[src/rtl/varredura_colisao.sv]
// varredura_colisao: sequential enemy-slot collision sweep with kill handshake, ship-hit flag and score.
module varredura_colisao #(
    parameter int N_INIMIGOS   = 20,
    parameter int LARG_INIMIGO = 20,
    parameter int ALT_INIMIGO  = 16,
    parameter int LARG_BOLA    = 4,
    parameter int LARG_NAVE    = 30,
    parameter int ALT_NAVE     = 16,
    parameter int PONTOS_KILL  = 10
) (
    input  logic                      CLOCK_50,
    input  logic                      reset,
    input  logic                      reiniciarJogo,
    input  logic                      pausa,
    input  logic                      inicio_varredura,
    input  logic [10*N_INIMIGOS-1:0]  reg_inimigo_x,
    input  logic [10*N_INIMIGOS-1:0]  reg_inimigo_y,
    input  logic [10*N_INIMIGOS-1:0]  reg_x_bola,
    input  logic [10*N_INIMIGOS-1:0]  reg_y_bola,
    input  logic [0:N_INIMIGOS-1]     reg_vivo,
    input  logic [9:0]                bola_nave_x,
    input  logic [9:0]                bola_nave_y,
    input  logic                      bola_nave_ativa,
    input  logic [9:0]                x_nave,
    input  logic [9:0]                y_nave,
    input  logic                      acerto_ack,
    output logic                      acerto_valido,
    output logic [4:0]                acerto_indice,
    output logic                      nave_atingida,
    output logic                      varredura_fim,
    output logic                      ocupado,
    output logic [15:0]               pontos
);
    typedef enum logic [1:0] {OCIOSO, VARRE, ESPERA_ACK, FIM} estado_t;
    estado_t estado, prox;
    logic [4:0] idx;
    logic [9:0] bx, by, nx, ny, ex, ey, ebx, eby;
    logic [7:0] base;
    logic ativa, ja_acertou, hit_nave, kill, tiro_nave, ultimo, limpa;
    logic [16:0] soma;

    // 11-bit compare so boxes near 1023 do not wrap
    function automatic logic sobrepoe(input logic [9:0] ax, ay, bx_, by_, input logic [10:0] aw, ah, bw, bh);
        return ({1'b0, ax} < {1'b0, bx_} + bw) && ({1'b0, bx_} < {1'b0, ax} + aw) &&
               ({1'b0, ay} < {1'b0, by_} + bh) && ({1'b0, by_} < {1'b0, ay} + ah);
    endfunction

    always_comb begin
        base = 8'(idx) * 8'd10;
        ex = reg_inimigo_x[base +: 10];
        ey = reg_inimigo_y[base +: 10];
        ebx = reg_x_bola[base +: 10];
        eby = reg_y_bola[base +: 10];
        ultimo = idx == 5'(N_INIMIGOS - 1);
        tiro_nave = (eby != 10'd0) && sobrepoe(ebx, eby, nx, ny, 11'(LARG_BOLA), 11'(LARG_BOLA), 11'(LARG_NAVE), 11'(ALT_NAVE));
        kill = reg_vivo[idx] && ativa && !ja_acertou &&
               sobrepoe(bx, by, ex, ey, 11'(LARG_BOLA), 11'(LARG_BOLA), 11'(LARG_INIMIGO), 11'(ALT_INIMIGO));
        soma = {1'b0, pontos} + 17'(PONTOS_KILL);
        limpa = reset || reiniciarJogo;
        ocupado = estado != OCIOSO;
        prox = estado;
        case (estado)
            OCIOSO:     prox = (inicio_varredura && !pausa) ? VARRE : OCIOSO;
            VARRE:      prox = pausa ? VARRE : kill ? ESPERA_ACK : ultimo ? FIM : VARRE;
            ESPERA_ACK: prox = !acerto_ack ? ESPERA_ACK : ultimo ? FIM : VARRE;
            default:    prox = OCIOSO;
        endcase
    end

    always_ff @(posedge CLOCK_50)
        estado <= limpa ? OCIOSO : prox;

    always_ff @(posedge CLOCK_50) begin
        if (limpa) begin
            idx <= '0;
            {bx, by, nx, ny} <= '0;
            {ativa, ja_acertou, hit_nave} <= '0;
            {acerto_valido, nave_atingida, varredura_fim} <= '0;
            acerto_indice <= '0;
            pontos <= '0;
        end else begin
            varredura_fim <= 1'b0;
            nave_atingida <= 1'b0;
            case (estado)
                OCIOSO: if (inicio_varredura && !pausa) begin
                    {bx, by, ativa, nx, ny} <= {bola_nave_x, bola_nave_y, bola_nave_ativa, x_nave, y_nave};
                    idx <= '0;
                    ja_acertou <= 1'b0;
                    hit_nave <= 1'b0;
                end
                VARRE: if (!pausa) begin
                    if (tiro_nave) hit_nave <= 1'b1;
                    if (kill) begin
                        acerto_indice <= idx;
                        acerto_valido <= 1'b1;
                    end else if (!ultimo) idx <= idx + 5'd1;
                end
                ESPERA_ACK: if (acerto_ack) begin
                    acerto_valido <= 1'b0;
                    ja_acertou <= 1'b1;
                    pontos <= soma[16] ? 16'hFFFF : soma[15:0];
                    if (!ultimo) idx <= idx + 5'd1;
                end
                default: begin
                    varredura_fim <= 1'b1;
                    nave_atingida <= hit_nave;
                end
            endcase
        end
    end
endmodule

[config.mk]
export PLATFORM = sky130hd
export DESIGN_NAME = varredura_colisao
export DESIGN_NICKNAME = d
export VERILOG_FILES = /design/src/rtl/varredura_colisao.sv
export SDC_FILE = /design/constraint.sdc
export NUM_CORES = 2
export LEC_CHECK = 0
export CAP_MARGIN = 20
export CELL_PAD_IN_SITES_DETAIL_PLACEMENT = 1
export CELL_PAD_IN_SITES_GLOBAL_PLACEMENT = 1
export CORE_AREA = 2 2 349 351
export CTS_BUF_LIST = sky130_fd_sc_hd__clkbuf_8 sky130_fd_sc_hd__clkbuf_16
export DETAILED_ROUTE_END_ITERATION = 8
export DIE_AREA = 0 0 351 353
export PLACE_DENSITY_LB_ADDON = 0.1
export SYNTH_ARGS = -nofsm -noshare
export SYNTH_HDL_FRONTEND = slang
export SYNTH_SLANG_ARGS = --single-unit
[constraint.sdc]
create_clock -name CLOCK_50 -period 8.6 [get_ports CLOCK_50]
set_input_delay 1.29 -clock CLOCK_50 [delete_from_list [all_inputs] [get_ports CLOCK_50]]
set_output_delay 1.29 -clock CLOCK_50 [all_outputs]
set_load 0.01 [all_outputs]
==> Implementation_results.wiki <==
{| class="wikitable"
! Metric !! Value
|-
| Result of the run || completed
|-
| Number of cells on the worst hold path || 2
|-
| Hold Path Origin || pontos[0]
|-
| Area enclosed by the die boundary || 124000 µm²
|-
| Xor/xnor share of the synthesized area || 0.0149
|-
| Remaining antenna violation count after routing || 0
|-
| Routed len/inst || ~36 µm
|-
| Aggregate negative setup slack || 0 ns
|-
| Initial Utilization || 0.278
|-
| Worst clock skew || roughly 0.0078 ns
|-
| Number of optimization iterations in the first detailed-route pass || 5
|-
| Post-synth top area cell || sky130_fd_sc_hd__mux4_2
|-
| Worst max-slew margin expressed relative to the limit || 0.128
|-
| Mean area per synthesized cell || between 10 and 15 µm²
|-
| Number of H-tree levels || 3
|-
| FMAX || ~0.13 GHz
|-
| Die boundary width || between 300 and 400 µm
|-
| Leakage power figure || 0.0135 µW
|-
| Uppermost metal layer occupied by signal nets || met5
|-
| Post-synthesis cell count || 2993
|-
| Number of vias per cell after detailed routing || approximately 6.3
|-
| Post-CTS Repair Setup Buffers || 0
|-
| First element of the critical path || idx[3]
|-
| Yosys cell types || between 100 and 150
|-
| Global-route wire length before repair || approximately 270000 µm
|-
| Total setup violations reported at the end of the flow || 0
|-
| Clock buffers created by TritonCTS || 9
|-
| Count of vias placed by the detailed router || approximately 34000
|-
| Max-slew violation total from the final report || 0
|-
| Post-synth EDFFs || 0
|-
| Clock transition at the register clock pins on the worst setup and hold paths after CTS || roughly 0.07 ns
|-
| Library cell with the highest instance count after synthesis || sky130_fd_sc_hd__mux4_2
|-
| Std-Cell Core Area || 121000 µm²
|-
| Final-stage net count || 4604
|-
| Post-Syn Nets || slightly below 4000
|-
| Kind of cell adding the most delay to the critical path || simple AND/OR/NAND/NOR gates
|-
| Met3 layer wire length in the routed design || 14500 µm
|-
| Hold slack final || 0.445 ns
|-
| Critical path data required time || about 9 ns
|-
| GRT Util Overall || 0.298
|-
| Wire length the detailed router placed on met1 || approximately 80000 µm
|-
| Share of synthesized area spent on multiplexers || 0.611
|-
| Setup repair after global routing missed its margin || no
|-
| Register bit count reported by yosys || 74
|-
| Placer congestion estimate || roughly 0.91
|-
| Detailed router's first-iteration violation count || about 3200
|-
| Count of max-cap constraint violations || 0
|-
| CP cell instances || ha_1 -> ha_4 -> fa_4 -> xnor2_2 -> buf_4 -> or4_1 -> nor3_1 -> and2_1 -> a22o_1 -> nor3_1 -> inv_1 -> nand3_2 -> nor2_1 -> xnor2_1 -> ha_1 -> a2111oi_0 -> and3_1 -> o31ai_1 -> o311a_2 -> a2111oi_2 -> nand2_1 -> a21oi_1
|-
| Async set-reset flop share out of synthesis || 0
|-
| Worst-path cell with the longest stage delay || sky130_fd_sc_hd__nor3_1
|-
| Insertion delay of the later-clocked pin in the worst-skew pair || around 0.36 ns
|-
| Post-cts hold buffer count || 0
|-
| Worst R2R Setup Slack || 0.79 ns
|-
| Share of the synthesized area in compound gates (AO/OA/AOI/OAI) || 0.115
|-
| Leading post-synthesis cells by instance count || 691 x sky130_fd_sc_hd__mux4_2, 358 x sky130_fd_sc_hd__nand2_1, 278 x sky130_fd_sc_hd__mux2i_1
|-
| Area delta synth->final || 29.4%
|-
| Endpoint of the lowest-slack register-to-register path || acerto_indice[1]
|-
| Transition time of the tightest slew-check pin || 1.30 ns
|-
| Sequential element share of the synthesized area || 0.0442
|-
| Area of the mapped netlist || roughly 34000 µm²
|-
| Detailed placer's ending HPWL || 155000 µm
|-
| Worst vdd ir || roughly 0.079 mV
|-
| Longest Clk Path Bufs || 2
|-
| Startpoint kind of the worst setup timing path || flop
|-
| Area share of the largest cell type after synthesis || 0.464
|-
| I/O Buffers || ~900
|-
| R2r worst-path depth || 22
|-
| Ys Warns || 0
|-
| Post-cts gate resize count || 0
|-
| Final hold violations || 0
|-
| Number of buffer and inverter instances along the worst setup path || 2
|-
| Launch instance of the worst register-to-register path || idx[3]
|-
| Largest net degree at the start of global routing || between 100 and 150
|-
| Prevailing post-synth register cell || sky130_fd_sc_hd__dfxtp_1
|-
| Dominant cells by area after synthesis || sky130_fd_sc_hd__mux4_2 46%, sky130_fd_sc_hd__mux2i_1 8.3%, sky130_fd_sc_hd__mux4_1 4.5%
|-
| Clock root buffer master || sky130_fd_sc_hd__clkbuf_16
|-
| Number of antenna violations at the first check in global routing || 80
|-
| Crit-path max FO || 25
|-
| CTS tree || built
|-
| Arrival time reported for the critical path endpoint || a little over 8 ns
|-
| Met2 WL || 90300 µm
|-
| Vias in the first global route || ~35000
|-
| Adder-cell share of the synthesized area || 0.0353
|-
| Die height || ~350 µm
|-
| Row count || between 100 and 150
|-
| Synthesized-area fraction occupied by and/or/nand/nor cells || 0.102
|-
| Type of the worst setup path || reg -> reg
|-
| Power density of the placed cells || about 49 nW/µm²
|-
| Number of placed I/O pins || slightly below 900
|-
| HP Class || reg -> reg
|-
| Residual DRC count || 0
|-
| Total number of clock tree sinks || between 70 and 80
|-
| Share of final-layout standard cells stronger than drive strength 1 || 0.242
|-
| Critical Path Max Stage Delay || around 1.1 ns
|-
| Routed WL || between 150000 and 200000 µm
|-
| Type of element capturing the critical path || flop
|-
| Main combinational cell family by area after synthesis || multiplexers
|-
| Final period utilization || 0.908
|-
| Min Tclk post-route || 7.81 ns
|-
| Residual overflow from global routing || 0
|-
| Hold path endpoint || pontos[0]
|}
how the worst max path moves through the flow:
| stage | to | slack (ns) | cells after the start |
|---|---|---|---|
| after floorplan | acerto_valido | 2.43 | 25 |
| after global placement | acerto_indice[1] | 0.98 | 22 |
| after detailed placement | acerto_indice[3] | 0.93 | 22 |
| after CTS | acerto_indice[3] | 0.91 | 22 |
| after global routing | acerto_indice[0] | 0.65 | 22 |
| final | acerto_indice[1] | 0.79 | 22 |
flip-flops by register name (all words and copies together), names as in the netlist:
name,cells
hit_nave,1
by,10
estado,2
nx,10
nave_atingida,1
ativa,1
acerto_valido,1
pontos,16
ja_acertou,1
acerto_indice,5
idx,5
ny,10
bx,10
varredura_fim,1
power by group:
part	switching (µW)	internal [µW]
clock	170	254
combinational	595	740
sequential	9.22	346
cells by family (layout without fill, tap and decap cells):
group	Yosys count	count (layout)
muxes	1079	1079
DFF	74	74
other	0	55
adders and majority gates	94	94
buffers and inverters	379	1034
and+or+nand+nor	742	742
xor gates and xnor gates	57	57
AOI/OAI and AO/OA	568	568
worst register-to-register path, delay by kind of cell, from the launching register on:
| family | cells | cell delay, ns |
|---|---|---|
| and+or+nand+nor | 8 | 3.19 |
| AOI/OAI and AO/OA | 6 | 2.00 |
| adders and majority gates | 4 | 1.31 |
| DFF | 1 | 0.53 |
| buffers and inverters | 2 | 0.42 |
| xor gates and xnor gates | 2 | 0.27 |
final cells by class:
| class | count | area (µm²) |
|---|---|---|
| clock buffers | 9 | 225 |
| repair buffers | 961 | 9590 |
| inverters | 57 | 233 |
| well taps | 1625 | 2030 |
| diodes | 55 | 138 |
| multi-input cells | 2540 | 29600 |
| clock inverters | 7 | 93.8 |
| flip-flops and latches | 74 | 1490 |
| fillers | 13300 | 77200 |
metrics by stage:
step	std cells	setup slack (ns)	instance area, µm²	power (µW)	utilization
2_1_floorplan	2993	2.43	33500	899	-
3_3_place_gp	5257	0.983	42900	1670	0.356
3_5_place_dp	5257	0.931	42900	1680	0.356
4_1_cts	5273	0.906	43300	2110	0.359
5_1_grt	5323	0.651	43400	2200	0.360
6_report	5328	0.792	43400	2110	0.360
per-layer routing:
layer | track usage | up-vias
met3 | 0.0585 | 251
met4 | 0.0973 | 42
met1 | 0.403 | 17900
met2 | 0.477 | 1660
met5 | 0 | -
li1 | - | 13900
layout by cell type (no fill, tap or decap), drive strengths merged, types with 28 or more instances in the layout:
cell type / count
inv: 56
clkdlybuf4s50: 891
diode: 55
dfxtp: 74
ha: 93
a22oi: 48
a211oi: 45
nand2: 358
o21ai: 72
xor2: 29
mux2: 49
o22ai: 35
xnor2: 28
a31oi: 28
nor2b: 43
nand3: 73
buf: 70
mux2i: 278
a21oi: 169
nor2: 117
nor3: 30
mux4: 752
(Power assumes the default switching activity.)
